===== config.mk =====
export PLATFORM = sky130hd
export DESIGN_NAME = mem_bus_arbiter
export DESIGN_NICKNAME = d
export VERILOG_FILES = /design/src/rtl/mem_bus_arbiter.sv
export SDC_FILE = /design/constraint.sdc
export NUM_CORES = 1
export LEC_CHECK = 0
export ABC_AREA = 0
export CAP_MARGIN = 10
export CELL_PAD_IN_SITES_DETAIL_PLACEMENT = 2
export CELL_PAD_IN_SITES_GLOBAL_PLACEMENT = 2
export CORE_MARGIN = 4
export CORE_UTILIZATION = 10
export DETAILED_ROUTE_END_ITERATION = 10
export MAX_ROUTING_LAYER = met4
export PLACE_DENSITY_LB_ADDON = 0.1
export SYNTH_ARGS = -nofsm -noshare
export SYNTH_HDL_FRONTEND = slang
export SYNTH_SLANG_ARGS = --single-unit

===== constraint.sdc =====
create_clock -name clk -period 1.2 [get_ports clk]
set_input_delay 0.12 -clock clk [delete_from_list [all_inputs] [get_ports clk]]
set_output_delay 0.12 -clock clk [all_outputs]
set_load 0.02 [all_outputs]

===== src/rtl/mem_bus_arbiter.sv =====
`timescale 1ns/1ps
`default_nettype none
// ============================================================================
// Module      : mem_bus_arbiter
// Description : Two-requester arbiter for one mem_if bus. Fixed priority
//               (requester 0 wins); MEM_ARB_ROUND_ROBIN_EN alternates ties.
// Revision    : 1.0 - initial release
// ============================================================================
module mem_bus_arbiter #(
    parameter int LINE_BYTES = 4
) (
    input  logic                    clk,
    input  logic                    rst_n,

    input  logic [31:0]             r0_addr,
    input  logic [8*LINE_BYTES-1:0] r0_data_i,
    input  logic [LINE_BYTES-1:0]   r0_data_en,
    input  logic                    r0_read_en,
    input  logic                    r0_write_en,
    output logic [8*LINE_BYTES-1:0] r0_data_o,
    output logic                    r0_hit,
    output logic                    r0_done,

    input  logic [31:0]             r1_addr,
    input  logic [8*LINE_BYTES-1:0] r1_data_i,
    input  logic [LINE_BYTES-1:0]   r1_data_en,
    input  logic                    r1_read_en,
    input  logic                    r1_write_en,
    output logic [8*LINE_BYTES-1:0] r1_data_o,
    output logic                    r1_hit,
    output logic                    r1_done,

    output logic [31:0]             m_addr,
    output logic [8*LINE_BYTES-1:0] m_data_i,
    output logic [LINE_BYTES-1:0]   m_data_en,
    output logic                    m_read_en,
    output logic                    m_write_en,
    input  logic [8*LINE_BYTES-1:0] m_data_o,
    input  logic                    m_hit,
    input  logic                    m_done,

    output logic                    owner,
    output logic                    busy
);

    typedef enum logic {
        IDLE = 1'b0,
        BUSY = 1'b1
    } state_t;

    state_t     r_state;
    logic       r_owner;
    logic [1:0] r_doneq;

    logic w_r0_req;
    logic w_r1_req;
    logic w_owner_req;
    logic w_win;

    assign w_r0_req    = r0_read_en | r0_write_en;
    assign w_r1_req    = r1_read_en | r1_write_en;
    assign w_owner_req = r_owner ? w_r1_req : w_r0_req;

`ifdef MEM_ARB_ROUND_ROBIN_EN
    logic r_last_owner;

    // Tie goes to whoever did not finish the previous transaction.
    assign w_win = w_r0_req ? (w_r1_req ? ~r_last_owner : 1'b0) : 1'b1;
`else
    assign w_win = ~w_r0_req;
`endif

    always_ff @(posedge clk or negedge rst_n) begin
        if (!rst_n) begin
            r_state <= IDLE;
            r_owner <= 1'b0;
            r_doneq <= 2'b00;
`ifdef MEM_ARB_ROUND_ROBIN_EN
            r_last_owner <= 1'b1;
`endif
        end else begin
            case (r_state)
                IDLE: begin
                    r_doneq <= 2'b00;
                    if (w_r0_req || w_r1_req) begin
                        r_state <= BUSY;
                        r_owner <= w_win;
                    end
                end
                BUSY: begin
                    // Completion or abort both fall back to IDLE for re-arbitration.
                    if (m_done || !w_owner_req) begin
                        r_state <= IDLE;
                        r_doneq <= 2'b00;
`ifdef MEM_ARB_ROUND_ROBIN_EN
                        if (m_done) begin
                            r_last_owner <= r_owner;
                        end
`endif
                    end else if (m_hit) begin
                        r_doneq[r_owner] <= 1'b1;
                    end
                end
                default: begin
                    r_state <= IDLE;
                    r_doneq <= 2'b00;
                end
            endcase
        end
    end

    assign busy  = (r_state == BUSY);
    assign owner = r_owner;

    assign m_addr     = busy ? (r_owner ? r1_addr     : r0_addr)     : 32'd0;
    assign m_data_i   = busy ? (r_owner ? r1_data_i   : r0_data_i)   : '0;
    assign m_data_en  = busy ? (r_owner ? r1_data_en  : r0_data_en)  : '0;
    assign m_read_en  = busy & (r_owner ? r1_read_en  : r0_read_en);
    assign m_write_en = busy & (r_owner ? r1_write_en : r0_write_en);

    assign r0_hit  = m_hit & busy & ~r_owner;
    assign r1_hit  = m_hit & busy &  r_owner;
    assign r0_done = m_done & r_doneq[0];
    assign r1_done = m_done & r_doneq[1];

    // Read data is broadcast; only the requester seeing done consumes it.
    assign r0_data_o = rst_n ? m_data_o : '0;
    assign r1_data_o = rst_n ? m_data_o : '0;

endmodule
`default_nettype wire


==> Yosys cells after proc, flatten, opt, wreduce, memory -nomap -nowiden <==
Index checks and enable logic that the tools add are counted.
{ "op_classes": {"reduce_logical": 5, "muxes": 18, "n_eq_ne": 1, "magnitude_cmp": 2, "bitwise_logic": 13} }
{ "ops": {"columns": ["op", "n"], "rows": [
  ["$mux W32", 5],
  ["$mux W4", 2],
  ["$and A1 B1 Y1", 7],
  ["$mux W1", 6],
  ["$mux W2", 2],
  ["$pmux W2 S2", 1],
  ["$ne A3 B2 Y1 const B", 1],
  ["$not A1 Y1", 3],
  ["$logic_or A1 B1 Y1", 2],
  ["$lt A1 B2 Y1 const B", 1],
  ["$or A1 B1 Y1", 2],
  ["$or A2 B2 Y2", 1],
  ["$pmux W1 S2", 1],
  ["$reduce_and A2 Y1", 1],
  ["$demux W1 S1", 1],
  ["$ge A1 B1 Y1 const B", 1],
  ["$logic_and A1 B1 Y1", 1],
  ["$logic_not A1 Y1", 1]
]} }
{ "word_totals": {"reg_bits": 4, "input_bits": 176, "elab_cells": 42} }

==> Longest topological paths before layout <==
Gate-level depths: netlist of the first run.
{ "depth": {"word_depth": 8, "depth_mapped": 5, "mapped_depth_nobuf": 2} }

==> Worst setup path after synthesis of the first run <==
OpenSTA, ideal clock, no wires.
{ "synth_path": {"path_kind": "register to output", "from": "register r_owner, in the netlist owner", "to": "output m_addr[30]", "slack_ns": -0.234, "arrival_time_ns": 1.314, "path_stages_with_launch": 6, "path_buffers": 3, "t_required_ns": 1.080, "path_cell_list": "dfrtp_1 > buf_6 > buf_8 > buf_12 > mux2i_1 > nor2b_1"} }
{ "synth_via": {"elab_chain_cells": 2} }
{ "synth_rtl": {"columns": ["item", "line_no", "text"], "rows": [
  ["from (decl)", "52", "logic r_owner;"],
  ["from (signal assigned)", "87", "r_owner <= w_win;"],
  ["$mux W32 (2 in series)", "115", "assign m_addr = busy ? (r_owner ? r1_addr : r0_addr) : 32'd0;"],
  ["to (decl)", "33", "output logic [31:0] m_addr,"]
]} }
Every way passes these cells.

==> Final worst setup path of the first run <==
{ "layout_path": {"from": "register r_owner, in the netlist owner", "to": "output m_addr[31]"} }
The elaborated chain is that of the path after synthesis.

==> metrics.md, run 1 <==
| Metric | Value |
|---|---|
| Hold WS | 149 ps |
| Mean post-synth cell area | 8.04 um2 |
| Final Max Slew Viols | 0 |
| Clock share of power | 7.3% |
| Ant. Diodes | 0 |
| Final Instance Count excl. Fillers | 822 |
| CTS H-tree depth | 1 |
| Worst vdd ir | 0.431 mV |
| Sequential share of power | under 10% |
| Hold Vio Cnt, Final | 0 |
| End of the critical path | m_addr[31] |
| Synthesis Warnings | 0 |
| Avg Vias per Cell | 3.66 |
| First-pass DRT Iterations | 3 |
| Setup crit end kind | output port |
| Worst endpoint required time | between 1000 and 1500 ps |
| First-pass GRT wire length | 19.1 mm |
| Mapped Nets | 422 |
| CTS tree | built |
| Hold Path Class | primary input to asynchronous set/reset pin |
| Worst path slowest cell | dfrtp_4 |
| Status | complete, but fails checks |
| GRT overflow | 0 |
| Flop2flop setup slack | -180 ps |
| Vias | 3,006 |
| Reg2reg start | owner |
| Initial core utilization | 10.2% |
| Cell Chain, Critical Path | buf_12 > buf_4 > mux2i_4 > nor2b_4 > buf_6 |
| Max-cap viol count | 0 |
| Switch Pwr | 3.11 mW |
| Area of the mapped netlist | 1980 um2 |
| Number of remaining DRC errors | 0 |
| Unrepaired setup endpoints after global routing | true |
| Via count of the first global-routing pass | 3,289 |
| Core area | 19,500 um2 |
| Nets | 734 |
| Final WL | roughly 14 mm |
| Commonest non-fill, non-tap cell in the layout | clkdlybuf4s50_1 |
| CTS hold repair buffers | 0 |
| Final GP Congestion | 0.720 |
| Post-DRT Antenna Nets | 0 |
| Kind of start point of the critical path | flip-flop |
| Critical Path AT | 1510 ps |
| 1st-iter DRT viols | 10 |
| Cells after Synth | about 250 |
| Worst reg2reg path endpoint | r_doneq[0] |
| DIE AREA | approximately 22,000 um2 |
| Layout cells sized above 1 | 48.7% |
| Final setup fails | 76 |
| Clock-pin transition on the worst setup and hold timing paths | 30 ps |
| Critical path class | flip-flop to output port |
| IO Pins | 316 |
| R2r worst-path depth | 5 |
| Dpl cells | 796 |
| Cell count along the critical path | 5 |
| PortBufs | 315 |
| Net Sw Frac | 41.7% |
| Library cells used by synthesis | 25 |
| Combinational power share | 89.3% |
| Failing checks | setup timing |
| Most frequent cells in the layout | 174 x clkdlybuf4s50_1, 66 x nor2b_2, 50 x buf_6, 50 x buf_4, 44 x mux2i_1 |
| Largest net degree at the start of global routing | 32 |
| Int Pwr | ~4.4 mW |
| Max incr delay on CP | 540 ps |
| Tot Pwr | ~7.5 mW |
| Worst-Margin Slew | about 230 ps |
| Area Overhead vs Synth | 193% |
| Die height | 149 um |
| Clock Latency Late Sink | 230 ps |
| LEAKAGE | 2.55 nW |
| Antenna violations before repair | 0 |
| Max Root-Sink Buffers | 2 |
| HPWL Detailed | 11.7 mm |
| Top delay family on crit path | flip-flops |
| Buffers and inverters on the worst path | 3 |
| Pwr/cell area | ~1300 nW/um2 |
| Root Driver | clkbuf_16 |
| Gr usage total | 11.4% |
| Clock skew | between 3 and 4 ps |
| Final worst slack | -434 ps |
| Rows | 51 |
| TritonCTS Buffers | 3 |
| Die W | 149 um |
| Period utilisation layout | 136% |
| Fmax achieved | 612 MHz |
| Fin crit period | 1630 ps |
| Max-slew headroom | 84.2% |
| CP Max Fanout | 12 |
| Mean routed wirelength per cell | 17.2 um |
| Clock sinks | 4 |
| Sequential area share after synthesis | 5.06% |
| Crit. Startpoint | owner |
| #FFs+latches synth | 4 |
-- flip-flops by register name, summed over array words and instances, names as in the netlist --
name     flops
r_doneq      2
owner        1
busy         1
-- worst reg2reg max path, delay by kind of cell, from the launching register on --
family	cells	cell delay (ps)
DFF	1	540
AOI/OAI and AO/OA	2	340
buffers and inverters	3	410
-- power by group through the flow --
stage	sequential, mW	clock, mW	combinational [mW]
floorplan	0.213	0	3.29
global placement	0.228	0	5.80
detailed placement	0.229	0	5.84
CTS	0.241	0.552	5.98
global route	0.260	0.565	7.09
finish	0.252	0.543	6.67
-- routing by layer --
layer | vias up | part of all wire [%] | GRT usage (%) | routed length [um]
li1 | 1408 | - | - | -
met1 | 1412 | 35 | 11.9 | 4920
met2 | 182 | 53 | 21.5 | 7500
met3 | 4 | 12 | 4.60 | 1640
met4 | 0 | 0.46 | 0.323 | 65
met5 | - | 0 | - | 0
-- cell usage after synthesis --
cell | instances | share of area (%)
and3_1 | 1 | 0.32
dfrtp_1 | 4 | 5.1
o32ai_1 | 1 | 0.44
nor2b_1 | 70 | 22
buf_6 | 2 | 1.1
nor4_1 | 1 | 0.32
clkbuf_1 | 10 | 1.9
buf_2 | 1 | 0.25
buf_8 | 1 | 0.76
a21oi_1 | 1 | 0.25
buf_12 | 3 | 3.0
a211oi_1 | 1 | 0.38
mux2i_1 | 70 | 35
o21ba_2 | 1 | 0.51
o21ai_0 | 1 | 0.25
nand2b_1 | 1 | 0.32
buf_4 | 35 | 13
o22a_1 | 1 | 0.44
and2_1 | 34 | 11
nor3b_4 | 1 | 0.95
nor4_2 | 1 | 0.63
nor3_2 | 1 | 0.51
nand2_1 | 1 | 0.19
o21bai_1 | 1 | 0.38
nor2_1 | 2 | 0.38
-- worst min-delay path by stage --
stage	startpoint	slack [ps]	to
2_1_floorplan	rst_n	-180	busy
3_3_place_gp	rst_n	640	r_doneq[1]
3_5_place_dp	rst_n	650	r_doneq[1]
4_1_cts	rst_n	170	owner
5_1_grt	rst_n	220	owner
6_report	rst_n	150	owner
-- kinds of logic (layout without fill, tap and decap cells) --
kind of cell	after synthesis	after routing	share of synthesized area, %
flip-flops	4	4	5.06
multiplexers	70	70	35.4
buffers and inverters	52	363	20.4
AO/OA/AOI/OAI	7	7	2.66
AND/OR/NAND/NOR	113	113	36.5
-- layout make-up --
class / count / area [um2]
timing repair buffer: 359 / 3450
multi-input combinational: 190 / 1840
sequential: 4 / 105
fill: 2208 / 13700
tap: 265 / 332
clock buffer: 4 / 78.8
-- stage by stage --
step                      util [%]  setup WS, ps  TNS, ps  cell area, um2
after detailed placement      28.4          -639   -71560            5530
final                         29.8          -434   -26870            5800
after global placement        28.4          -598   -69990            5530
after floorplan                  -          -123    -4790            2180
after CTS                     28.9          -533   -26050            5630
after global routing          29.8          -493   -30870            5800
-- timing repair --
action / CTS / global route
hold endpoints to repair: 0 / 0
setup endpoints to repair: 143 / 120
setup buffers: 6 / 13
cloned: 1 / 3
gates resized for setup: 487 / 160
pin swaps: 1 / 1
No activity file was read; power rests on OpenSTA's default activity.
==> run 2: changes to the inputs <==
==> constraint.sdc (replaced) <==
create_clock -name clk -period 1.5 [get_ports clk]
set_input_delay 0.15 -clock clk [delete_from_list [all_inputs] [get_ports clk]]
set_output_delay 0.15 -clock clk [all_outputs]
set_load 0.02 [all_outputs]
==> run 2 against run 1 <==
  * The run still ends with setup timing left
  * Sequential power shrank 21%
  * Cell area decreased by 7.7%
  * Global-route usage barely moved
  * Clock skew rose by 1.0 ps
  * Clock power shrank 21%
  * Via count shrank 1.9%
  * Worst hold slack got worse by 59 ps
  * Critical endpoint is now m_data_i[15]
==> metrics.md, run 2 (synthesis results as in run 1) <==
| Metric | Value |
|---|---|
| Status | complete, but fails checks (unchanged) |
| Failing checks | setup timing (unchanged) |
| Core area | 19,500 um2 (unchanged) |
| Final Max Slew Viols | 0 (unchanged) |
| Dpl cells | 790 (was 796) |
| Commonest non-fill, non-tap cell in the layout | clkdlybuf4s50_1 (unchanged) |
| Die W | 149 um (unchanged) |
| IO Pins | 316 (unchanged) |
| Clock sinks | 4 (unchanged) |
| Period utilisation layout | 110% |
| Tot Pwr | 5.42 mW (was 7.46 mW) |
| Max Root-Sink Buffers | 2 (unchanged) |
| 1st-iter DRT viols | 30 (was 10) |
| First-pass GRT wire length | 19.1 mm (about the same) |
| Layout cells sized above 1 | 34.7% (was 48.7%) |
| Root Driver | clkbuf_16 (unchanged) |
| Antenna violations before repair | 0 (unchanged) |
| CP Max Fanout | 14 (was 12) |
| First-pass DRT Iterations | 3 (unchanged) |
| LEAKAGE | 2.39 nW (was 2.55 nW) |
| Vias | 2,950 (was 3,006) |
| Area Overhead vs Synth | 171% (was 193%) |
| Unrepaired setup endpoints after global routing | true (unchanged) |
| Fin area | 5360 um2 (was 5800 um2) |
| Critical Path AT | 1510 ps (about the same) |
| Worst vdd ir | 0.337 mV (was 0.431 mV) |
| Rows | 51 (unchanged) |
| Setup crit end kind | output port (unchanged) |
| Worst endpoint required time | 1350 ps (was 1080 ps) |
| Clock-pin transition on the worst setup and hold timing paths | 30 ps (about the same) |
| Mean routed wirelength per cell | 16.4 um (was 17.2 um) |
| Hold Vio Cnt, Final | 0 (unchanged) |
| PortBufs | 315 (unchanged) |
| CTS tree | built (unchanged) |
| Kind of start point of the critical path | flip-flop (unchanged) |
| Nets | 733 (was 734) |
| Final setup fails | 68 (was 76) |
| Post-DRT Antenna Nets | 0 (unchanged) |
| Hold WS | 89.5 ps (was 149 ps) |
| Max-slew headroom | 77.7% (was 84.2%) |
| Final WL | 13.5 mm (was 14.1 mm) |
| HPWL Detailed | 11.3 mm (was 11.7 mm) |
| Clock Latency Late Sink | 230 ps (about the same) |
| Avg Vias per Cell | 3.59 (was 3.66) |
| Worst-Margin Slew | 331 ps (was 234 ps) |
| Final Instance Count excl. Fillers | 822 (unchanged) |
| Fmax achieved | 604 MHz |
| Sum Neg Setup Slack | -7330 ps (was -26,870 ps) |
| DIE AREA | 22,100 um2 (unchanged) |
| CTS hold repair buffers | 0 (unchanged) |
| Final worst slack | -156 ps (was -434 ps) |
| Most frequent cells in the layout | 174 x clkdlybuf4s50_1, 86 x buf_4, 70 x nor2b_1 (was 174 x clkdlybuf4s50_1, 66 x nor2b_2, 50 x buf_6, 50 x buf_4, 44 x mux2i_1) |
| TritonCTS Buffers | 3 (unchanged) |
| Clock skew | 4.95 ps (was 3.95 ps) |
| Pwr/cell area | 1010 nW/um2 (was 1290 nW/um2) |
| Reg with most FFs | r_doneq (unchanged) |
| CTS H-tree depth | 1 (unchanged) |
| Gr usage total | 11.4% (about the same) |
| Final GP Congestion | 0.724 (was 0.720) |
| Post-layout util | 27.5% (was 29.8%) |
| Number of remaining DRC errors | 0 (unchanged) |
| Via count of the first global-routing pass | 3,321 (was 3,289) |
| Post-DP Area | 5250 um2 (was 5530 um2) |
| Die height | 149 um (unchanged) |
| Max-cap viol count | 0 (unchanged) |
| Critical path class | flip-flop to output port (unchanged) |
| Setup WS pre-CTS | -343 ps (was -639 ps) |
| GRT overflow | 0 (unchanged) |
| Hold Path Class | primary input to asynchronous set/reset pin (unchanged) |
| Largest net degree at the start of global routing | 38 (was 32) |
| Max reg flops | 2 (unchanged) |
| Initial core utilization | 10.2% (unchanged) |
| Fin crit period | 1660 ps |
run 2: worst max-delay path, stage by stage, from the launching register on:
cell,delay (ps)
dfrtp_4,550
buf_12,190
buf_6,130
mux2i_2,190
nor2b_1,70
buf_4,160
run 2: power breakdown:
part           total [mW]  internal (mW)  switching, mW  leakage, nW
registers           0.200          0.139         0.0602       0.0485
clock network       0.431          0.351         0.0792       0.0382
logic                4.79           2.64           2.15         2.31
run 2: per-layer routing:
layer / part of all wire [%] / track usage [%]
met1: 36 / 11.8
met5: 0 / -
met3: 6.1 / 1.80
met4: 1.3 / 2.63
met2: 57 / 22.5
run 2: layout make-up:
type / instances / area (um2)
sequential: 4 / 105
tap: 265 / 332
timing repair buffer: 358 / 3340
multi-input combinational: 190 / 1500
clock buffer: 4 / 78.8
fill: 2233 / 14100
antenna: 1 / 2.50
run 2: path summary, 6_finish.rpt:
check,slack (ps),endpoint,from,depth (start not counted)
min in group clk,620,r_doneq[0],r_doneq[0],2
worst max register to register,50,busy,owner,5
max in group asynchronous,1290,owner,rst_n,3
worst min-delay path,90,busy,rst_n,3
worst min register to register,620,r_doneq[0],r_doneq[0],2
worst max-delay path,-160,m_data_i[15],owner,5
run 2: timing repair:
action                                  CTS  global route
pin swaps                                 1             1
setup buffers                            14            11
gates cloned                              3             0
gates resized for setup                 502            76
endpoints found under the setup margin  139           134
==> run 3: changes to the inputs <==
==> constraint.sdc (replaced) <==
create_clock -name clk -period 2 [get_ports clk]
set_input_delay 0.2 -clock clk [delete_from_list [all_inputs] [get_ports clk]]
set_output_delay 0.2 -clock clk [all_outputs]
set_load 0.02 [all_outputs]
==> run 3 against run 2 <==
  * The run now ends clean
  * Total power down 38%
  * Combinational power is 40% lower
  * Register-to-register slack improved by 650 ps
  * Non-clock buffer count is 32 lower
  * Cell area down 2.5%
  * Flip-flop and latch count unchanged
  * Clock power decreased by 24%
  * Critical endpoint is now r1_data_o[0]
==> metrics.md, run 3 (synthesis results as in run 1) <==
| Metric | Value |
|---|---|
| Mean routed wirelength per cell | 16.4 um (about the same) |
| Root Driver | clkbuf_16 (unchanged) |
| DIE AREA | 22,100 um2 (unchanged) |
| Worst reg2reg path endpoint | busy (unchanged) |
| First-pass GRT wire length | 18.8 mm (was 19.1 mm) |
| CTS H-tree depth | 1 (unchanged) |
| Clock-pin transition on the worst setup and hold timing paths | 30 ps (about the same) |
| First-pass DRT Iterations | 3 (unchanged) |
| Area Overhead vs Synth | 164% (was 171%) |
| Die W | 149 um (unchanged) |
| Max incr delay on CP | 630 ps (was 550 ps) |
| Final Max Slew Viols | 0 (unchanged) |
| Commonest non-fill, non-tap cell in the layout | clkdlybuf4s50_1 (unchanged) |
| Clock sinks | 4 (unchanged) |
| Most frequent cells in the layout | 246 x clkdlybuf4s50_1, 70 x mux2i_1, 70 x nor2b_1 (was 174 x clkdlybuf4s50_1, 86 x buf_4, 70 x nor2b_1) |
| Top delay family on crit path | buffers and inverters (was flip-flops) |
| Pwr/cell area | 645 nW/um2 (was 1010 nW/um2) |
| Cell mode on critical path | clkdlybuf4s50_1 |
| Buffers and inverters on the worst path | 3 (unchanged) |
| Final setup fails | 0 (was 68) |
| CTS tree | built (unchanged) |
| Max Root-Sink Buffers | 2 (unchanged) |
| Largest net degree at the start of global routing | 35 (was 38) |
| Core area | 19,500 um2 (unchanged) |
| Avg Vias per Cell | 3.56 (was 3.59) |
| Vias | 2,811 (was 2,950) |
| Gr usage total | 11.1% (was 11.4%) |
| Kind of start point of the critical path | primary input (was flip-flop) |
| Ant. Diodes | 0 (was 1) |
| Fin crit period | ~1900 ps |
| Max-cap viol count | 0 (unchanged) |
| Antenna violations before repair | 0 (unchanged) |
| CP Max Fanout | 26 (was 14) |
| Final GP Congestion | 0.697 (was 0.724) |
| Status | completed (was complete, but fails checks) |
| Post-DRT Antenna Nets | 0 (unchanged) |
| TritonCTS Buffers | 3 (unchanged) |
| Worst endpoint required time | 1800 ps (was 1350 ps) |
| GRT overflow | 0 (unchanged) |
| CTS hold repair buffers | 0 (unchanged) |
| Max-slew headroom | 81.9% (was 77.7%) |
| Nets | 701 (was 733) |
| Dpl cells | 785 (was 790) |
| Via count of the first global-routing pass | 3,251 (was 3,321) |
| HPWL Detailed | 11.5 mm (was 11.3 mm) |
| IO Pins | 316 (unchanged) |
| Clock Latency Late Sink | 230 ps (about the same) |
| Sum Neg Setup Slack | 0 ps (was -7330 ps) |
| LEAKAGE | 2.20 nW (was 2.39 nW) |
| Hold Path Class | primary input to asynchronous set/reset pin (unchanged) |
| Critical Path AT | 1710 ps (was 1510 ps) |
| Die height | 149 um (unchanged) |
| Max reg flops | 2 (unchanged) |
| Worst vdd ir | 0.221 mV (was 0.337 mV) |
| Cell Chain, Critical Path | clkdlybuf4s50_1 > buf_12 > and2_1 > clkdlybuf4s50_1 (was buf_12 > buf_6 > mux2i_2 > nor2b_1 > buf_4) |
| Fmax achieved | 525 MHz |
| Layout cells sized above 1 | 3.82% (was 34.7%) |
| Hold Vio Cnt, Final | 0 (unchanged) |
| Reg2reg start | owner (unchanged) |
| Clock skew | 3.90 ps (was 4.95 ps) |
| Final WL | 12.9 mm (was 13.5 mm) |
| Final Instance Count excl. Fillers | 789 (was 822) |
| Unrepaired setup endpoints after global routing | false (was true) |
| Worst path slowest cell | clkdlybuf4s50_1 (was dfrtp_4) |
| Critical path class | primary input to output port (was flip-flop to output port) |
| Post-cts resize count | 69 (was 502) |
| Initial core utilization | 10.2% (unchanged) |
| Setup Fix Bufs, Post-CTS | 0 (was 14) |
| Reg with most FFs | r_doneq (unchanged) |
| Period utilisation layout | 95.3% |
| Flop2flop setup slack | 700 ps (was 50 ps) |
| PortBufs | 315 (unchanged) |
| Number of remaining DRC errors | 0 (unchanged) |
| Rows | 51 (unchanged) |
| R2r worst-path depth | 3 (was 5) |
| 1st-iter DRT viols | 16 (was 30) |
| Worst-Margin Slew | 270 ps (was 331 ps) |
| Setup crit end kind | output port (unchanged) |
run 3: cell count changes in the layout (fill, tap and decap cells not counted), moves of 2 or more:
cell             delta
buf_12              -4
buf_16              -3
buf_4              -82
buf_6              -15
clkbuf_2           -47
clkdlybuf4s15_2    -17
clkdlybuf4s50_1    +72
dlygate4sd2_1      +66
mux2i_1             +2
mux2i_2             -2
run 3: through the flow:
step | instance area (um2) | setup slack [ps] | hold WS [ps] | utilization, % | total power, mW
after floorplan | 1980 | 486 | -95.6 | - | 1.90
after global placement | 5240 | 70.3 | 564 | 26.9 | 3.36
after detailed placement | 5240 | 74.8 | 584 | 26.9 | 3.39
after CTS | 5230 | 47.1 | 340 | 26.9 | 3.47
after global routing | 5230 | 1.84 | 367 | 26.9 | 3.62
final | 5230 | 94.1 | 340 | 26.9 | 3.37
run 3: metal layers:
metal  share of wire [%]  up-vias  wire length [um]  track usage [%]
met3                 9.3        8              1200             2.77
met1                  33     1308              4310             11.3
met2                  56      158              7230             21.7
met5                   0        -                 0                -
met4                 1.3        0               169             2.08
li1                    -     1337                 -                -
run 3: final cells by class:
cell class,instances,area [um2]
Multi-Input combinational cell,190,1480
Sequential cell,4,105
Timing Repair Buffer,326,3240
Fill cell,2264,14200
Clock buffer,4,78.8
Tap cell,265,332
run 3: report_power, final:
group	leakage [nW]	switching, mW	internal, mW
logic	2.11	1.45	1.44
registers	0.0485	0.0479	0.105
clock network	0.0382	0.0649	0.264
run 3: how the worst max path moves through the flow:
stage	depth (start not counted)	startpoint	endpoint
after floorplan	5	owner	m_addr[30]
after global placement	4	rst_n	r1_data_o[30]
after detailed placement	4	rst_n	r0_data_o[30]
after CTS	3	busy	m_data_i[18]
after global routing	4	busy	r0_hit
final	4	rst_n	r1_data_o[0]
